### src/rtl/rv32_pkg.sv
// Shared encodings and helpers for the iterative divider.
// Holds op codes, FSM state encoding and the special-case result rules.
package rv32_pkg;

    localparam int XLEN      = 32;
    localparam int DIV_STEPS = 32;

    localparam logic [1:0] DIV_OP_DIV  = 2'b00;
    localparam logic [1:0] DIV_OP_DIVU = 2'b01;
    localparam logic [1:0] DIV_OP_REM  = 2'b10;
    localparam logic [1:0] DIV_OP_REMU = 2'b11;

    typedef enum logic [1:0] {
        S_IDLE = 2'b00,
        S_CALC = 2'b01,
        S_FIX  = 2'b10,
        S_DONE = 2'b11
    } div_state_e;

    function automatic logic op_is_signed(input logic [1:0] op);
        return (op == DIV_OP_DIV) || (op == DIV_OP_REM);
    endfunction

    function automatic logic op_is_rem(input logic [1:0] op);
        return (op == DIV_OP_REM) || (op == DIV_OP_REMU);
    endfunction

    function automatic logic [XLEN-1:0] magnitude(input logic [XLEN-1:0] x, input logic sgn);
        return (sgn && x[XLEN-1]) ? -x : x;
    endfunction

    // Divide-by-zero and signed overflow have fixed architectural results.
    function automatic logic is_special(input logic [1:0] op, input logic [XLEN-1:0] a,
                                       input logic [XLEN-1:0] b);
        return (b == '0) || (op_is_signed(op) && (a == {1'b1, {(XLEN-1){1'b0}}}) && (b == '1));
    endfunction

    function automatic logic [XLEN-1:0] special_result(input logic [1:0] op,
                                                       input logic [XLEN-1:0] a,
                                                       input logic [XLEN-1:0] b);
        if (b == '0)
            return op_is_rem(op) ? a : '1;
        return op_is_rem(op) ? '0 : a;
    endfunction

endpackage

### src/rtl/div_step.sv
// One restoring-division step: shift in the next dividend bit, trial subtract,
// and emit the quotient bit.
module div_step
    import rv32_pkg::*;
(
    input  logic [XLEN-1:0] rem_i,
    input  logic [XLEN-1:0] quo_i,
    input  logic [XLEN-1:0] div_i,
    output logic [XLEN-1:0] rem_o,
    output logic [XLEN-1:0] quo_o
);

    logic [XLEN:0] shifted;
    logic [XLEN:0] trial;

    always_comb begin
        shifted = {rem_i, quo_i[XLEN-1]};
        trial   = shifted - {1'b0, div_i};
        // A set top bit means the trial went negative: restore.
        if (trial[XLEN]) begin
            rem_o = shifted[XLEN-1:0];
            quo_o = {quo_i[XLEN-2:0], 1'b0};
        end else begin
            rem_o = trial[XLEN-1:0];
            quo_o = {quo_i[XLEN-2:0], 1'b1};
        end
    end

endmodule

### src/rtl/div_unit.sv
// Iterative 32-bit signed/unsigned divider (IDLE -> CALC x32 -> FIX -> DONE).
// Define DIV_FAST_PATH_EN to send divide-by-zero and signed overflow straight to DONE.
module div_unit
    import rv32_pkg::*;
(
    input  logic            clk,
    input  logic            rst,
    input  logic            start,
    input  logic            flush,
    input  logic [1:0]      op,
    input  logic [XLEN-1:0] a,
    input  logic [XLEN-1:0] b,
    output logic            busy,
    output logic            done,
    output logic [XLEN-1:0] result
);

    localparam logic [5:0] LAST_STEP = 6'(DIV_STEPS - 1);

    div_state_e      state_q, state_d;
    logic [XLEN-1:0] a_q, a_d, b_q, b_d;
    logic [1:0]      op_q, op_d;
    logic [XLEN-1:0] rem_q, rem_d, quo_q, quo_d, dvs_q, dvs_d;
    logic [XLEN-1:0] result_q, result_d;
    logic [5:0]      cnt_q, cnt_d;
    logic [XLEN-1:0] step_rem, step_quo;
    logic            quo_neg, rem_neg;

    div_step u_step (
        .rem_i (rem_q),
        .quo_i (quo_q),
        .div_i (dvs_q),
        .rem_o (step_rem),
        .quo_o (step_quo)
    );

    assign quo_neg = op_is_signed(op_q) && (a_q[XLEN-1] ^ b_q[XLEN-1]);
    assign rem_neg = op_is_signed(op_q) && a_q[XLEN-1];

    always_comb begin
        state_d  = state_q;
        a_d      = a_q;
        b_d      = b_q;
        op_d     = op_q;
        rem_d    = rem_q;
        quo_d    = quo_q;
        dvs_d    = dvs_q;
        cnt_d    = cnt_q;
        result_d = result_q;
        case (state_q)
            S_IDLE: begin
                if (start && !flush) begin
                    a_d     = a;
                    b_d     = b;
                    op_d    = op;
                    rem_d   = '0;
                    quo_d   = magnitude(a, op_is_signed(op));
                    dvs_d   = magnitude(b, op_is_signed(op));
                    cnt_d   = '0;
                    state_d = S_CALC;
`ifdef DIV_FAST_PATH_EN
                    if (is_special(op, a, b)) begin
                        result_d = special_result(op, a, b);
                        state_d  = S_DONE;
                    end
`endif
                end
            end
            S_CALC: begin
                rem_d = step_rem;
                quo_d = step_quo;
                if (cnt_q == LAST_STEP)
                    state_d = S_FIX;
                else
                    cnt_d = cnt_q + 6'd1;
            end
            S_FIX: begin
                if (is_special(op_q, a_q, b_q))
                    result_d = special_result(op_q, a_q, b_q);
                else if (op_is_rem(op_q))
                    result_d = rem_neg ? -rem_q : rem_q;
                else
                    result_d = quo_neg ? -quo_q : quo_q;
                state_d = S_DONE;
            end
            S_DONE:  state_d = S_IDLE;
            default: state_d = S_IDLE;
        endcase
        // An aborted operation must leave the visible result untouched.
        if (flush) begin
            state_d  = S_IDLE;
            result_d = result_q;
        end
    end

    always_ff @(posedge clk) begin
        if (rst) begin
            state_q  <= S_IDLE;
            a_q      <= '0;
            b_q      <= '0;
            op_q     <= '0;
            rem_q    <= '0;
            quo_q    <= '0;
            dvs_q    <= '0;
            cnt_q    <= '0;
            result_q <= '0;
        end else begin
            state_q  <= state_d;
            a_q      <= a_d;
            b_q      <= b_d;
            op_q     <= op_d;
            rem_q    <= rem_d;
            quo_q    <= quo_d;
            dvs_q    <= dvs_d;
            cnt_q    <= cnt_d;
            result_q <= result_d;
        end
    end

    assign busy   = (state_q != S_IDLE);
    assign done   = (state_q == S_DONE);
    assign result = result_q;

endmodule

### config.mk
export PLATFORM = sky130hd
export DESIGN_NAME = div_unit
export DESIGN_NICKNAME = d
export VERILOG_FILES = /design/src/rtl/rv32_pkg.sv /design/src/rtl/div_step.sv /design/src/rtl/div_unit.sv
export SDC_FILE = /design/constraint.sdc
export NUM_CORES = 1
export LEC_CHECK = 0
export BUFFER_PORTS_ARGS = -buffer_cell sky130_fd_sc_hd__buf_2
export CORE_ASPECT_RATIO = 0.7
export CORE_MARGIN = 1
export CORE_UTILIZATION = 50
export CTS_CLUSTER_SIZE = 28
export DETAILED_ROUTE_END_ITERATION = 7
export PLACE_DENSITY = 0.68
export SYNTH_ARGS = -nofsm -noshare
export SYNTH_HDL_FRONTEND = slang
export SYNTH_HIERARCHICAL = 1
export SYNTH_SLANG_ARGS = --single-unit
export TNS_END_PERCENT = 10
### constraint.sdc
create_clock -name clk -period 5 [get_ports clk]
set_clock_uncertainty 0.2 [all_clocks]
set_input_delay 0.75 -clock clk [delete_from_list [all_inputs] [get_ports clk]]
set_output_delay 0.75 -clock clk [all_outputs]
set_load 0.01 [all_outputs]
Word level (Yosys, flattened, before mapping)
Cells that the tools add are included.
- flip-flop bits (word level): 202
- input bits: 70
- output and inout port bits: 34
- add/subtract/negate cells: 6
- equality and inequality tests: 12
- multiplexer cells: 25
- bitwise operators: 2
- reductions and logical operators: 24
- operators with widths (operator ; count):
    $mux W32 ; 13
    $neg A32 Y32 ; 4
    $pmux W32 S2 ; 2
    $eq A32 B32 Y1 const B ; 2
    $sub A33 B32 Y33 ; 1
    $logic_not A32 Y1 ; 1
    $mux W6 ; 2
    $pmux W6 S2 ; 1
    $eq A2 B2 Y1 const B ; 5
    $pmux W2 S4 ; 1
    $reduce_and A2 Y1 ; 4
    $logic_and A1 B1 Y1 ; 7
    $add A6 B1 Y6 const B ; 1
    $eq A6 B5 Y1 const B ; 1
    $logic_not A2 Y1 ; 3
    $ne A2 B2 Y1 const B ; 3
    $logic_or A1 B1 Y1 ; 4
    $mux W1 ; 4
    $mux W2 ; 2
    $reduce_bool A2 Y1 ; 2
    $reduce_and A3 Y1 ; 1
    $eq A2 B1 Y1 const B ; 1
    $reduce_or A2 Y1 ; 1
    $logic_not A1 Y1 ; 1
    other kinds (2) ; 2

Longest topological paths before layout
- word-level depth: 9
- depth in mapped cells: 16
- mapped depth without buffers: 15

Hierarchy
Netlist, hierarchy kept.
- by module, submodules not included (module ; instances ; cells an instance ; area each (um2) ; sequential area each (um2)):
    div_unit ; 1 ; 1406 ; 10993.0 ; 4023.9
    div_step ; 1 ; 342 ; 2488.6 ; 0.0

Least setup slack after synthesis
OpenSTA, ideal clock, no wires.
- path kind: register to register
- from: reg quo_q[31]
- to: reg rem_q[5]
- setup time: 0.128 ns
- arrival time: 3.113 ns
- required time: 4.672 ns
- path slack: 1.560 ns
- stages on the path, launching flop included: 17
- path buffers: 1
- period minus slack after synthesis: 3.440 ns
- cell sequence: dfxtp_1 -> inv_1 -> ha_1 -> fa_1 -> and2b_1 -> o2111ai_1 -> a21oi_2 -> o2111ai_1 -> a211oi_2 -> nor2_2 -> mux2i_1 -> and2_4 -> inv_2 -> buf_6 -> mux2_4 -> a22oi_1 -> nor2_1
- cells in the longest elaborated chain, start to end: 3
- RTL lines (what ; RTL line ; source):
    start: declaration ; div_unit.sv:23 ; logic [XLEN-1:0] rem_q, rem_d, quo_q, quo_d, dvs_q, dvs_d;
    start signal: assignment ; div_unit.sv:113 ; quo_q <= quo_d;
    $sub A33 B32 Y33 ; div_step.sv:18 ; trial = shifted - {1'b0, div_i};
    $mux W32 ; div_step.sv:20 ; if (trial[XLEN]) begin
    named net step_rem[5] ; div_unit.sv:26 ; logic [XLEN-1:0] step_rem, step_quo;
    $pmux W32 S2 ; div_unit.sv:50 ; case (state_q)
    end signal: assignment ; div_unit.sv:112 ; rem_q <= rem_d;
    end: declaration ; div_unit.sv:23 ;
The timed path passes the listed nets, and every way through them passes these cells.
A chain may end at the register's enable or synchronous reset.

Worst setup path after layout
- from: reg quo_q[31]
- to: reg rem_q[22]
The elaborated chain is that of the path after synthesis.

==> out/qor.txt <==
CP Launch Type - register
Clk sink count - 201
Fin crit share - 86.43%
CTS tree - built
DRT Wirelength - 43610 um
Slew Limit Fails - 0
Place WS - 770.1 ps
Minimum clock period - 4321 ps
Die Ht - 139.4 um
Synth unique cells - 85
Port bufs - 103
Status - finished clean
Critical Path RT - 5180 ps
Setup slack, reg-to-reg - 680 ps
Worst skew pair latency - 530 ps
Final ANT Viol Nets - 0
Kind of critical path - reg -> reg
Hold_buf cts - 0
CP max stage delay - 550 ps
FILL cells - 2471
Sequential Area - 4024 um^2
Worst slew pin tran - 1231 ps
Setup_tns - 0 ps
Post CTS Setup Buffer Count - 0
Post-synth EDFFs - 0
Max Cap Viol - 0
Worst setup startpoint - quo_q[31]$_SDFFE_PP0P_
Worst Hold Class - reg -> reg
Root buf cell - clkbuf_16
H-tree depth - 1
RD Place Congestion - 0.9573
Antenna cells - 0
DRC violations left - 0
R2R Path Start - quo_q[31]$_SDFFE_PP0P_
Inst Count DP - 2085
Flop and latch count out of synthesis - 201
IO Count - 104
HPWL Detailed - 31830 um
Initial antenna violation count - 0
Internal power - 3.062 mW
Mean Syn Cell Area - 7.713 um^2
Grt ovf - 0
Reg2reg end - rem_q[22]$_SDFFE_PP0P_
Final net count - 1865
Sequential cell area fraction in the yosys report - 29.85%
Sw Ratio - 29.89%
TritonCTS buffer count - 22
Capture point of the critical path - rem_q[22]$_SDFFE_PP0P_
Yosys warns - 6
Worst-case clock buffer depth - 3
Vias/cell - 6.315
Pwr/cell area - 296.2 nW/um^2
Switching power total - 1.306 mW
Primary FF master, synth - dfxtp_1
CP Cell Sequence - inv_1 -> ha_1 -> fa_1 -> and2b_1 -> o2111ai_1 -> a21oi_2 -> o2111ai_1 -> a211oi_2 -> nor2_2 -> mux2i_1 -> and2_4 -> inv_2 -> buf_4 -> mux2_4 -> nand3_1 -> a21oi_1
Final Hold Vio Count - 0
Leakage power - 5.744 nW
First-pass GRT wire length - 67590 um
Slew margin rel. - 17.65%
Row Count - 49
Initial DRC count - 1407
Die width - 198.3 um
Gate power share - 18.8%
Post_cts resized - 0
Full die area - 27630 um^2
Share of layout cells above drive strength 1 - 12.22%
Largest net degree at the start of global routing - 96
DR vias - 13.42k
Asr flop ratio synth - 0%
Clock Power Share - 41.4%
Mapped Nets - 1861
Mapped Cells - 1748
Vias in the first global route - 11.69k
Crit path DAT - 4500 ps
Final std cells w/o fill - 2125
Final WS setup - 678.6 ps
Total global-route track usage - 31.06%
Hold WS - 272.4 ps
Wire per inst - 20.52 um
# setup viols final - 0
Synth-to-Final Area Change - 9.392%
Achievable clock frequency - 0.2314 GHz
Core Area - 26060 um^2
Post-Syn Area - 13480 um^2
Worst-path clk slew - 70 ps
RSZ-0062 raised after global routing - no
VDD IR max - 0.0002184 V
Sequential share of power - 39.8%
DRT Pass-1 Iters - 6
Crit. End Element - register
Crit path max fanout - 22
Slowest cell on crit path - inv_2
Initial Util - 51.74%
Footprint of the multi-input gates - 8514 um^2
R2R depth - 16
Crit path top cell by count - o2111ai_1
-- cell type report --
type / instances / share of cell area (%)
sequential: 201 / 27.28
timing repair buffer: 128 / 4.785
inverter: 71 / 1.807
multi-input combinational: 1328 / 57.73
tap: 357 / 3.029
clock buffer: 35 / 4.683
clock inverter: 5 / 0.6787
-- state kept, by name, summed over array words and instances, names as in the netlist, 6 cells and up --
signal,count
dvs_q,31
cnt_q,6
result,32
rem_q,32
quo_q,32
b_q,32
a_q,32
-- metal layers --
layer	track usage (%)	share of wire, %	vias to the layer above
met2	41.14	39	675
met4	6.691	1.9	0
met5	0	0	-
li1	-	-	6293
met1	49.81	48	6392
met3	6.398	11	60
-- Yosys cell counts (5+ instances only) --
master | number | area [um^2]
nor2_1 | 133 | 499.2
dfxtp_1 | 201 | 4024
or3_1 | 14 | 87.58
nor2b_1 | 9 | 56.30
or4_1 | 17 | 127.6
nor3_1 | 41 | 205.2
a22oi_1 | 32 | 240.2
o21ai_1 | 12 | 60.06
a41oi_1 | 7 | 61.31
buf_4 | 31 | 232.7
buf_1 | 7 | 26.28
mux2i_1 | 27 | 270.3
and2_1 | 5 | 31.28
xor2_1 | 68 | 595.6
o21ai_0 | 68 | 340.3
a31oi_1 | 40 | 250.2
o22ai_1 | 5 | 31.28
clkbuf_1 | 99 | 371.6
a221oi_1 | 27 | 236.5
o31ai_1 | 20 | 150.1
nand2b_1 | 11 | 68.82
nand3_1 | 35 | 175.2
a311oi_1 | 5 | 43.79
a211oi_1 | 37 | 277.8
xnor2_1 | 69 | 604.3
o41ai_1 | 7 | 61.31
and3_1 | 8 | 50.05
inv_1 | 69 | 259.0
nor4_1 | 29 | 181.4
buf_2 | 8 | 40.04
a21oi_1 | 152 | 760.7
nor3b_1 | 8 | 60.06
o21a_1 | 12 | 90.09
ha_1 | 42 | 525.5
nand2_1 | 230 | 863.3
a21o_1 | 20 | 150.1
o211ai_1 | 10 | 75.07
mux2_4 | 19 | 285.3
nand4_1 | 21 | 131.4
-- cells by family (layout without fill, tap and decap cells) --
group           count (synthesis)  in the layout  share of synthesized area (%)
flops                         201            201                          29.85
buf+inv                       219            239                          7.202
mux                            49             49                          4.371
xor+xnor                      137            137                          8.900
simple gates                  598            598                          21.41
fa+ha+maj                      46             46                          4.269
compound gates                498            498                          24.00
-- cells in the final DEF, fill, tap and decap left out, drive strengths merged, types with 42 or more instances in the layout --
cell	Yosys	routed
nand2	230	230
buf	49	128
inv	70	70
a21oi	153	153
ha	42	42
xnor2	69	69
xor2	68	68
o21ai	81	81
nor2	135	135
nor3	42	42
dfxtp	201	201
-- power by group through the flow --
stage / Combinational, mW / Sequential (mW) / Clock [mW]
finish: 0.823 / 1.74 / 1.81
global route: 0.890 / 1.74 / 1.89
CTS: 0.799 / 1.73 / 1.83
detailed placement: 0.795 / 1.77 / 0
global placement: 0.787 / 1.77 / 0
floorplan: 0.577 / 1.75 / 0
-- through the flow --
stage	power [mW]	cell area [um^2]	util (%)
after CTS	4.359	14750	56.60
after detailed placement	2.565	13960	53.57
after floorplan	2.322	13480	-
after global placement	2.554	13960	53.57
after global routing	4.519	14750	56.60
final	4.368	14750	56.60
-- worst max-delay path, delay by kind of cell (launching register included) --
kind	cells	cell delay, ps
fa+ha+maj	2	660
compound gates	5	970
buf+inv	3	860
simple gates	4	630
flops	1	400
mux	2	440
-- worst min path at each step --
stage / start / endpoint / slack (ps) / cells past startpoint
final: b_q[2]$_SDFFE_PP0P_ / b_q[2]$_SDFFE_PP0P_ / 270 / 2
after global routing: flush / state_q[1]$_SDFFE_PP0P_ / 290 / 2
after CTS: op[1] / op_q[1]$_SDFFE_PP0P_ / 270 / 3
after detailed placement: a_q[21]$_SDFFE_PP0P_ / a_q[21]$_SDFFE_PP0P_ / 260 / 2
after global placement: b_q[21]$_SDFFE_PP0P_ / b_q[21]$_SDFFE_PP0P_ / 260 / 2
after floorplan: a_q[12]$_SDFFE_PP0P_ / a_q[12]$_SDFFE_PP0P_ / 240 / 2
(Power assumes the default switching activity.)
